### src/rtl/uart_tx_scheduler_pkg.sv
// ============================================================================
//  Module      : uart_tx_scheduler_pkg
//  Description : Shared state encoding, idle byte and pointer helper for the
//                UART transmit scheduler.
//  Revision    : 1.0 - initial release
// ============================================================================
`default_nettype none

package uart_tx_scheduler_pkg;

    // Scheduler states; the encoding is fixed so status taps stay stable.
    localparam logic [1:0] c_st_idle     = 2'b00;
    localparam logic [1:0] c_st_wait_rdy = 2'b01;
    localparam logic [1:0] c_st_send     = 2'b11;
    localparam logic [1:0] c_st_gap      = 2'b10;

    // Value presented on the byte bus whenever no byte is in flight.
    localparam logic [7:0] c_tx_idle_byte = 8'hFF;

    // Next round-robin start position after serving source idx.
    function automatic logic [2:0] wrap_inc(input logic [2:0] idx, input int num);
        if (int'(idx) >= num - 1) begin
            return 3'd0;
        end
        return idx + 3'd1;
    endfunction

endpackage

`default_nettype wire

### src/rtl/uart_tx_scheduler_rr_arbiter.sv
// ============================================================================
//  Module      : uart_tx_scheduler_rr_arbiter
//  Description : Combinational round-robin pick: first set request at or
//                above ptr, otherwise the lowest set request (wrap-around).
//  Revision    : 1.0 - initial release
// ============================================================================
`default_nettype none

module uart_tx_scheduler_rr_arbiter #(
    parameter int NUM_REQ = 2
) (
    input  logic [NUM_REQ-1:0] req,
    input  logic [2:0]         ptr,
    output logic [2:0]         grant,
    output logic               valid
);

    logic       w_hi_found;
    logic [2:0] w_hi_idx;
    logic [2:0] w_lo_idx;

    // Scan downward so the lowest qualifying index is the one left standing.
    always_comb begin
        w_hi_found = 1'b0;
        w_hi_idx   = 3'd0;
        w_lo_idx   = 3'd0;
        for (int i = NUM_REQ - 1; i >= 0; i--) begin
            if (req[i]) begin
                w_lo_idx = 3'(i);
                if (3'(i) >= ptr) begin
                    w_hi_found = 1'b1;
                    w_hi_idx   = 3'(i);
                end
            end
        end
    end

    assign grant = w_hi_found ? w_hi_idx : w_lo_idx;
    assign valid = |req;

endmodule

`default_nettype wire

### src/rtl/uart_tx_scheduler.sv
// ============================================================================
//  Module      : uart_tx_scheduler
//  Description : Shares one UART byte transmitter between NUM_REQ sources.
//                Round-robin grant, ready/start/done handshake, timeout drop
//                and enforced inter-byte gap. All outputs registered.
//  Revision    : 1.0 - initial release
// ============================================================================
`default_nettype none

module uart_tx_scheduler
    import uart_tx_scheduler_pkg::*;
#(
    parameter int NUM_REQ        = 2,
    parameter int GAP_CYCLES     = 16,
    parameter int TIMEOUT_CYCLES = 100000,
    parameter int CNT_W          = 17
) (
    input  logic                 clk,
    input  logic                 rst,
    input  logic [NUM_REQ-1:0]   req,
    input  logic [8*NUM_REQ-1:0] req_data,
    output logic [NUM_REQ-1:0]   ack,
    input  logic                 err_clr,
    input  logic                 tx_ready,
    input  logic                 tx_done,
    output logic                 tx_ctrl,
    output logic [7:0]           tx_byte,
    output logic [2:0]           grant_id,
    output logic                 busy,
    output logic                 blue,
    output logic                 timeout_err
);

    // GAP_CYCLES of 0 still spends one cycle in GAP, same as GAP_CYCLES of 1.
    localparam logic [CNT_W-1:0] c_gap_last     = (GAP_CYCLES == 0) ? '0 : CNT_W'(GAP_CYCLES - 1);
    localparam logic [CNT_W-1:0] c_timeout_last = CNT_W'(TIMEOUT_CYCLES - 1);

    logic [1:0]       r_state;
    logic [2:0]       r_rr_ptr;
    logic [7:0]       r_hold;
    logic [CNT_W-1:0] r_cnt;

    logic [2:0]       w_grant;
    logic             w_valid;
    logic [7:0]       w_sel_byte;
    logic             w_expired;

    uart_tx_scheduler_rr_arbiter #(
        .NUM_REQ (NUM_REQ)
    ) u_rr_arbiter (
        .req   (req),
        .ptr   (r_rr_ptr),
        .grant (w_grant),
        .valid (w_valid)
    );

    // Pick the winning source's byte out of the packed request data bus.
    always_comb begin
        w_sel_byte = c_tx_idle_byte;
        for (int i = 0; i < NUM_REQ; i++) begin
            if (w_grant == 3'(i)) begin
                w_sel_byte = req_data[8*i +: 8];
            end
        end
    end

    // >= rather than == so a byte entering SEND on the expiry cycle still
    // times out one cycle later if tx_done never comes.
    assign w_expired = (r_cnt >= c_timeout_last);

    // Scheduler state machine; every output is loaded here so all are flops.
    always_ff @(posedge clk or posedge rst) begin
        if (rst) begin
            r_state     <= c_st_idle;
            r_rr_ptr    <= 3'd0;
            r_hold      <= c_tx_idle_byte;
            r_cnt       <= '0;
            ack         <= '0;
            tx_ctrl     <= 1'b0;
            tx_byte     <= c_tx_idle_byte;
            grant_id    <= 3'd0;
            busy        <= 1'b0;
            blue        <= 1'b0;
            timeout_err <= 1'b0;
        end else begin
            ack     <= '0;
            tx_ctrl <= 1'b0;
            // A timeout below overrides this clear in the same cycle.
            if (err_clr) begin
                timeout_err <= 1'b0;
            end
            case (r_state)
                c_st_idle: begin
                    if (w_valid) begin
                        r_hold   <= w_sel_byte;
                        tx_byte  <= w_sel_byte;
                        grant_id <= w_grant;
                        ack      <= NUM_REQ'(1) << w_grant;
                        r_cnt    <= '0;
                        busy     <= 1'b1;
                        r_state  <= c_st_wait_rdy;
                    end
                end
                c_st_wait_rdy: begin
                    if (tx_ready) begin
                        tx_ctrl <= 1'b1;
                        blue    <= 1'b1;
                        r_cnt   <= r_cnt + 1'b1;
                        r_state <= c_st_send;
                    end else if (w_expired) begin
                        timeout_err <= 1'b1;
                        tx_byte     <= c_tx_idle_byte;
                        r_rr_ptr    <= wrap_inc(grant_id, NUM_REQ);
                        r_cnt       <= '0;
                        r_state     <= c_st_gap;
                    end else begin
                        r_cnt <= r_cnt + 1'b1;
                    end
                end
                c_st_send: begin
                    if (tx_done || w_expired) begin
                        if (!tx_done) begin
                            timeout_err <= 1'b1;
                        end
                        blue     <= 1'b0;
                        tx_byte  <= c_tx_idle_byte;
                        r_rr_ptr <= wrap_inc(grant_id, NUM_REQ);
                        r_cnt    <= '0;
                        r_state  <= c_st_gap;
                    end else begin
                        r_cnt <= r_cnt + 1'b1;
                    end
                end
                c_st_gap: begin
                    if (r_cnt == c_gap_last) begin
                        busy    <= 1'b0;
                        r_state <= c_st_idle;
                    end else begin
                        r_cnt <= r_cnt + 1'b1;
                    end
                end
                default: begin
                    busy    <= 1'b0;
                    blue    <= 1'b0;
                    tx_byte <= c_tx_idle_byte;
                    r_state <= c_st_idle;
                end
            endcase
        end
    end

endmodule

`default_nettype wire

### config.mk
export PLATFORM = sky130hd
export DESIGN_NAME = uart_tx_scheduler
export DESIGN_NICKNAME = d
export VERILOG_FILES = /design/src/rtl/uart_tx_scheduler_pkg.sv /design/src/rtl/uart_tx_scheduler_rr_arbiter.sv /design/src/rtl/uart_tx_scheduler.sv
export SDC_FILE = /design/constraint.sdc
export NUM_CORES = 1
export LEC_CHECK = 0
export ABC_CLOCK_PERIOD_IN_PS = 3200
export CAP_MARGIN = 30
export CORE_MARGIN = 2
export CORE_UTILIZATION = 52
export DETAILED_ROUTE_END_ITERATION = 7
export MAX_ROUTING_LAYER = met4
export PLACE_DENSITY = 0.87
export SLEW_MARGIN = 20
export SYNTH_ARGS = -nofsm -noshare
export SYNTH_HDL_FRONTEND = slang
export SYNTH_HIERARCHICAL = 1
export SYNTH_SLANG_ARGS = --single-unit
### constraint.sdc
create_clock -name clk -period 3.2 [get_ports clk]
set_clock_uncertainty 0.2 [all_clocks]
set_input_delay 0.64 -clock clk [delete_from_list [all_inputs] [get_ports clk]]
set_output_delay 0.64 -clock clk [all_outputs]
set_load 0.005 [all_outputs]
== Word level (Yosys, flattened, before mapping) ==
Index checks and enable logic that the tools add are counted.
Cells by class
  add/subtract/negate cells: 2
  $mul: 0
  div/mod/pow operators: 0
  $lt $le $gt $ge: 4
  eq/ne operators: 13
  shift-type cells: 1
  mux-type cells: 59
  bitwise gates (word level): 0
  reduce and logical (&&, ||, !) cells: 14
Operators with widths (number)
  $mux W17: 5
  $pmux W17 S4: 1
  $mux W8: 6
  $mux W3: 10
  $mux W1: 24
  $pmux W8 S3: 1
  $add A17 B1 Y17 const B: 1
  $eq A17 B4 Y1 const B: 1
  $ge A17 B17 Y1 const B: 1
  $mux W2: 7
  $ne A2 B2 Y1 const B: 6
  $pmux W2 S4: 1
  $reduce_and A4 Y1: 2
  $ge A1 B3 Y1 const A: 2
  $pmux W1 S2: 3
  $pmux W3 S2: 1
  $reduce_and A3 Y1: 2
  $reduce_and A5 Y1: 1
  $eq A2 B2 Y1 const B: 2
  $reduce_and A2 Y1: 2
  $reduce_bool A2 Y1: 2
  $add A3 B1 Y3 const B: 1
  $eq A3 B1 Y1 const B: 1
  $ge A3 B1 Y1 const B: 1
  9 further kinds: 9
Storage, ports and cells
  bits in registers: 39
  latch bits: 0
  RAM bits: 0
  memory bits (read-only): 0
  logic and storage cells: 103
  memories: 0

== Logic depth before layout (Yosys ltp) ==
  word-level depth: 11
  mapped depth: 10

== Modules after synthesis ==
Netlist, hierarchy kept.
By module, submodules not included
  uart_tx_scheduler: times used 1, cells each 193, area an instance 2011.9 sq um, sequential area each 985.9 sq um
  uart_tx_scheduler_rr_arbiter: times used 1, cells each 7, area an instance 48.8 sq um, sequential area each 0.0 sq um

== Least setup slack after synthesis ==
OpenSTA, ideal clock, no wires.
  path type: register -> register
  start point: reg r_cnt[0]
  end point: reg tx_byte[4]
  setup time: 0.075 ns
  arrival: 1.961 ns
  path slack: 0.964 ns
  stages on the path, launching flop included: 11
  cell sequence: dfrtp_1 -> ha_1 -> and3_1 -> buf_2 -> a31oi_1 -> o221a_2 -> a221oi_2 -> and2_1 -> buf_6 -> buf_8 -> a2bb2oi_1
On the way
  word-level cells in the longest chain between the ends: 4
  elaborated cells on any way between the ends: 5
  classes of those cells: 1 x order compare; 2 x eq/ne; 2 x reduce/logical
Ends and longest elaborated chain
  start: declaration: RTL line uart_tx_scheduler.sv:41  | logic [CNT_W-1:0] r_cnt;
  start signal: assignment: RTL line uart_tx_scheduler.sv:108  | r_cnt <= r_cnt + 1'b1;
  start signal: assignment: RTL line uart_tx_scheduler.sv:117  | r_cnt <= r_cnt + 1'b1;
  start signal: assignment: RTL line uart_tx_scheduler.sv:131  | r_cnt <= r_cnt + 1'b1;
  $ge A17 B17 Y1 *: RTL line uart_tx_scheduler.sv:69  | assign w_expired = (r_cnt >= c_timeout_last);
  $logic_or A1 B1 Y1: RTL line uart_tx_scheduler.sv:121  | if (tx_done || w_expired) begin
  $ne A2 B2 Y1 (no source line)
  $reduce_and A5 Y1 (no source line) *
  end signal: assignment: RTL line uart_tx_scheduler.sv:80  | tx_byte <= c_tx_idle_byte;
  end signal: assignment: RTL line uart_tx_scheduler.sv:126  | tx_byte <= c_tx_idle_byte;
  end signal: assignment: RTL line uart_tx_scheduler.sv:145  | tx_byte <= c_tx_idle_byte;
  end: declaration: RTL line uart_tx_scheduler.sv:27  | output logic [7:0] tx_byte,
Every way passes the cells marked *; elsewhere a longest branch is shown, timed or not.
A chain may end at the register's enable or synchronous reset.

== Final worst setup path ==
  start point: reg r_cnt[0]
  end point: reg tx_byte[5]
The elaborated chain is that of the path after synthesis.

==> out/summary.json <==
{
  "ir_drop": {"value": 351, "unit": "uV"},
  "fin_worst_hold_slack": {"value": 0.305, "unit": "ns"},
  "drtIter0Drc": {"value": 118},
  "setup_viol_count_final": {"value": 0},
  "timing_worst_setup_path_type": {"value": "reg2reg"},
  "max_stage_delay": {"value": 0.56, "unit": "ns"},
  "ys_warn_count": {"value": 6},
  "critical_path_arrival": {"value": 2.69, "unit": "ns"},
  "transition_time_at_the_pin_with_the_least_slew_margin": {"value": 0.613, "unit": "ns"},
  "cts_buffers": {"value": 5},
  "cts-htree-levels": {"value": 2},
  "cts.repair_timing.setup_buffer_count": {"value": 0},
  "post_detailed_route_count_of_antenna_violating_nets": {"value": 0},
  "syn_area_per_cell": {"value": 10.3, "unit": "um2"},
  "synth_enable_flop_cells": {"value": 0},
  "hold_end": {"value": "tx_byte[4]$_DFFE_PP1P_"},
  "number_of_global_route_vias_before_repair": {"value": 1606},
  "worst_skew_pair.late_latency": {"value": 0.29, "unit": "ns"},
  "number_of_nets_in_the_layout": {"value": 267},
  "cp_cell_sequence": {"value": "ha_1 > and3_1 > a31oi_1 > o221a_2 > a221oi_2 > and2_1 > a2bb2oi_1"},
  "syn-instance-count": {"value": 200},
  "portion_of_the_clock_cycle_consumed_by_the_worst_path_in_the_final_layout": {"value": 83.4, "unit": "%"},
  "p_total": {"value": 1.64, "unit": "mW"},
  "slew-limit-headroom": {"value": 59.0, "unit": "%"},
  "cap_violations": {"value": 0},
  "final-max-slew-violation-count": {"value": 0},
  "reg2reg_slack": {"value": 0.53, "unit": "ns"},
  "clock.fmax": {"value": 375, "unit": "MHz"},
  "timing_hold_violations_final": {"value": 0},
  "dp_hpwl": {"value": 3370, "unit": "um"},
  "post_route_cells_drive_above_1_share": {"value": 12.4, "unit": "%"},
  "grt_remaining_overflow": {"value": 0},
  "detail_route.drc_violations": {"value": 0},
  "fillers": {"value": 296},
  "hold_class": {"value": "reg2reg"},
  "timing.reg2reg.worst_path_depth": {"value": 7},
  "total_leakage_power": {"value": 1.12, "unit": "nW"},
  "outcome": {"value": "finished clean"},
  "clock-root-buffer": {"value": "sky130_fd_sc_hd__clkbuf_8"},
  "critical_path.endpoint_type": {"value": "flip-flop"},
  "vias": {"value": 1642},
  "grt_setup_unrepaired": {"value": "false"},
  "finalWeightedCongestion": {"value": 0.935},
  "cpLargestDelayFamily": {"value": "compound AO/OA/AOI/OAI gates"},
  "die_boundary_width": {"value": 67.0, "unit": "um"},
  "cts_hold_buf": {"value": 0},
  "core.rowCount": {"value": 22},
  "tritoncts": {"value": "done"},
  "clock_sink_count": {"value": 39},
  "clockBufferDepth": {"value": 2},
  "place_ws": {"value": 0.415, "unit": "ns"},
  "gr-usage-all-layers": {"value": 23.0, "unit": "%"},
  "crit_required": {"value": 3.22, "unit": "ns"},
  "fin_ws": {"value": 0.530, "unit": "ns"},
  "initial_core_util": {"value": 55.0, "unit": "%"},
  "proportion_of_synthesized_chip_area_in_sequential_cells": {"value": 47.8, "unit": "%"},
  "antenna_found_initial": {"value": 0},
  "antenna_cells": {"value": 0},
  "kind_of_launch_point_of_the_worst_setup_path": {"value": "flip-flop"},
  "drt-wirelength-per-cell": {"value": 15.6, "unit": "um"},
  "core_area": {"value": 0.00374, "unit": "mm2"},
  "die_area": {"value": 0.00448, "unit": "mm2"},
  "top_level_ports": {"value": 40},
  "ys_ff_latch": {"value": 39},
  "postLayoutCellArea": {"value": 0.00256, "unit": "mm2"},
  "grt_first_pass_wirelength": {"value": 7530, "unit": "um"},
  "via_per_inst": {"value": 5.66},
  "timing.final.crit_period": {"value": 2.67, "unit": "ns"},
  "crit_path_max_fanout": {"value": 16},
  "grt_max_degree": {"value": 40},
  "cellPowerDensity": {"value": 639, "unit": "mW/mm2"},
  "critPathBufInv": {"value": 0},
  "worst_hold_path.num_cells": {"value": 1},
  "drt_pass1_iterations": {"value": 4},
  "asyncSetResetFlopFracSynth": {"value": 100, "unit": "%"},
  "timing.critical_path.depth": {"value": 7},
  "area_delta_synth_final": {"value": 24.2, "unit": "%"},
  "placement.io_buffers": {"value": 39},
  "min_from": {"value": "tx_byte[4]$_DFFE_PP1P_"},
  "fin_tns_setup": {"value": 0, "unit": "ns"},
  "reg2reg_to": {"value": "tx_byte[5]$_DFFE_PP1P_"},
  "die_height": {"value": 67.0, "unit": "um"},
  "critPathSlowestCell": {"value": "sky130_fd_sc_hd__and2_1"},
  "synth_cell_type_count": {"value": 48},
  "path_clk_slew": {"value": 0.08, "unit": "ns"},
  "netlist_area": {"value": 0.00206, "unit": "mm2"},
  "synthFlopType": {"value": "sky130_fd_sc_hd__dfrtp_1"},
  "route.final.wire_length": {"value": 4530, "unit": "um"},
  "cts_resized": {"value": 0},
  "placed_area": {"value": 0.00247, "unit": "mm2"},
  "timing.rr.start": {"value": "r_cnt[0]$_DFFE_PP0P_"}
}
power by group:
part | switching [mW] | internal, mW
registers | 0.115 | 0.642
clock network | 0.177 | 0.152
logic | 0.224 | 0.327
total | 0.515 | 1.12
cell type report:
| cell class | count | area (um2) | area share, % |
|---|---|---|---|
| multi-input cells | 144 | 977 | 38.2 |
| flip-flops and latches | 39 | 986 | 38.5 |
| well taps | 48 | 60.1 | 2.35 |
| clock buffers | 5 | 68.8 | 2.69 |
| inverters | 8 | 30.0 | 1.17 |
| clock inverters | 3 | 20.0 | 0.782 |
| repair buffers | 43 | 418 | 16.3 |
per-stage QoR:
step / std cells / util, %
after global routing: 290 / 68.4
after CTS: 289 / 68.2
after global placement: 281 / 65.9
after detailed placement: 281 / 65.9
after floorplan: 201 / -
final: 290 / 68.4
logic make-up after synthesis:
group	Yosys count	synth area share [%]
xor gates and xnor gates	8	3.40
adders and majority gates	3	1.82
AOI/OAI and AO/OA	40	14.5
and+or+nand+nor	76	19.7
DFF	39	47.8
muxes	15	7.59
other	1	0.182
buffers and inverters	18	4.92
worst reg2reg max path, stage by stage, from the launching register on:
cell and delay (ns):
sky130_fd_sc_hd__dfrtp_1 0.42, sky130_fd_sc_hd__ha_1 0.21, sky130_fd_sc_hd__and3_1 0.30, sky130_fd_sc_hd__a31oi_1 0.12, sky130_fd_sc_hd__o221a_2 0.30, sky130_fd_sc_hd__a221oi_2 0.28, sky130_fd_sc_hd__and2_1 0.56, sky130_fd_sc_hd__a2bb2oi_1 0.22
synthesized netlist by cell type, types with 3 or more instances:
library cell / count / area [um2]
sky130_fd_sc_hd__mux2_2: 5 / 56.3
sky130_fd_sc_hd__inv_1: 8 / 30.0
sky130_fd_sc_hd__a2bb2oi_1: 8 / 70.1
sky130_fd_sc_hd__xnor2_1: 5 / 43.8
sky130_fd_sc_hd__dfrtp_1: 31 / 776
sky130_fd_sc_hd__and2_1: 4 / 25.0
sky130_fd_sc_hd__buf_4: 3 / 22.5
sky130_fd_sc_hd__mux2i_1: 10 / 100
sky130_fd_sc_hd__buf_2: 3 / 15.0
sky130_fd_sc_hd__and3_1: 6 / 37.5
sky130_fd_sc_hd__ha_1: 3 / 37.5
sky130_fd_sc_hd__o21ai_0: 10 / 50.1
sky130_fd_sc_hd__nor2b_1: 3 / 18.8
sky130_fd_sc_hd__dfstp_2: 8 / 210
sky130_fd_sc_hd__nand2_1: 12 / 45.0
sky130_fd_sc_hd__nor2_1: 17 / 63.8
sky130_fd_sc_hd__a21oi_1: 5 / 25.0
sky130_fd_sc_hd__a22o_1: 3 / 26.3
sky130_fd_sc_hd__nand4_1: 3 / 18.8
sky130_fd_sc_hd__nand3_1: 8 / 40.0
sky130_fd_sc_hd__nor4_1: 3 / 18.8
sky130_fd_sc_hd__nor3_1: 9 / 45.0
sky130_fd_sc_hd__xor2_1: 3 / 26.3
flip-flops by register name, summed over array words and instances, names as in the netlist:
signal,cells
timeout_err,1
ack,2
busy,1
r_rr_ptr,3
blue,1
grant_id,3
tx_byte,8
r_cnt,17
tx_ctrl,1
r_state,2
layer usage:
| metal | GRT usage (%) | share of wire [%] | vias up |
|---|---|---|---|
| met2 | 37.4 | 50 | 39 |
| met1 | 28.7 | 44 | 792 |
| met4 | 9.44 | 1.8 | 0 |
| li1 | - | - | 802 |
| met5 | - | 0 | - |
| met3 | 3.55 | 3.7 | 9 |
cell usage in the layout (no fill, tap or decap), drive strengths merged, types with 6 or more instances in the layout:
master and instances:
clkdlybuf4s50 39, clkbuf 6, and3 6, inv 8, dfrtp 31, nand3 8
nand2 12, o21ai 10, a2bb2oi 8, mux2i 10, dfstp 8, nor3 9
nor2 17
how the worst max path moves through the flow:
stage                               startpoint                     end
final                     r_cnt[0]$_DFFE_PP0P_  tx_byte[5]$_DFFE_PP1P_
after global routing      r_cnt[0]$_DFFE_PP0P_  tx_byte[1]$_DFFE_PP1P_
after CTS                 r_cnt[0]$_DFFE_PP0P_  tx_byte[5]$_DFFE_PP1P_
after detailed placement                req[1]    r_cnt[1]$_DFFE_PP0P_
after global placement                  req[1]    r_cnt[1]$_DFFE_PP0P_
after floorplan           r_cnt[0]$_DFFE_PP0P_  tx_byte[4]$_DFFE_PP1P_
Power figures use the tool's default switching activity.
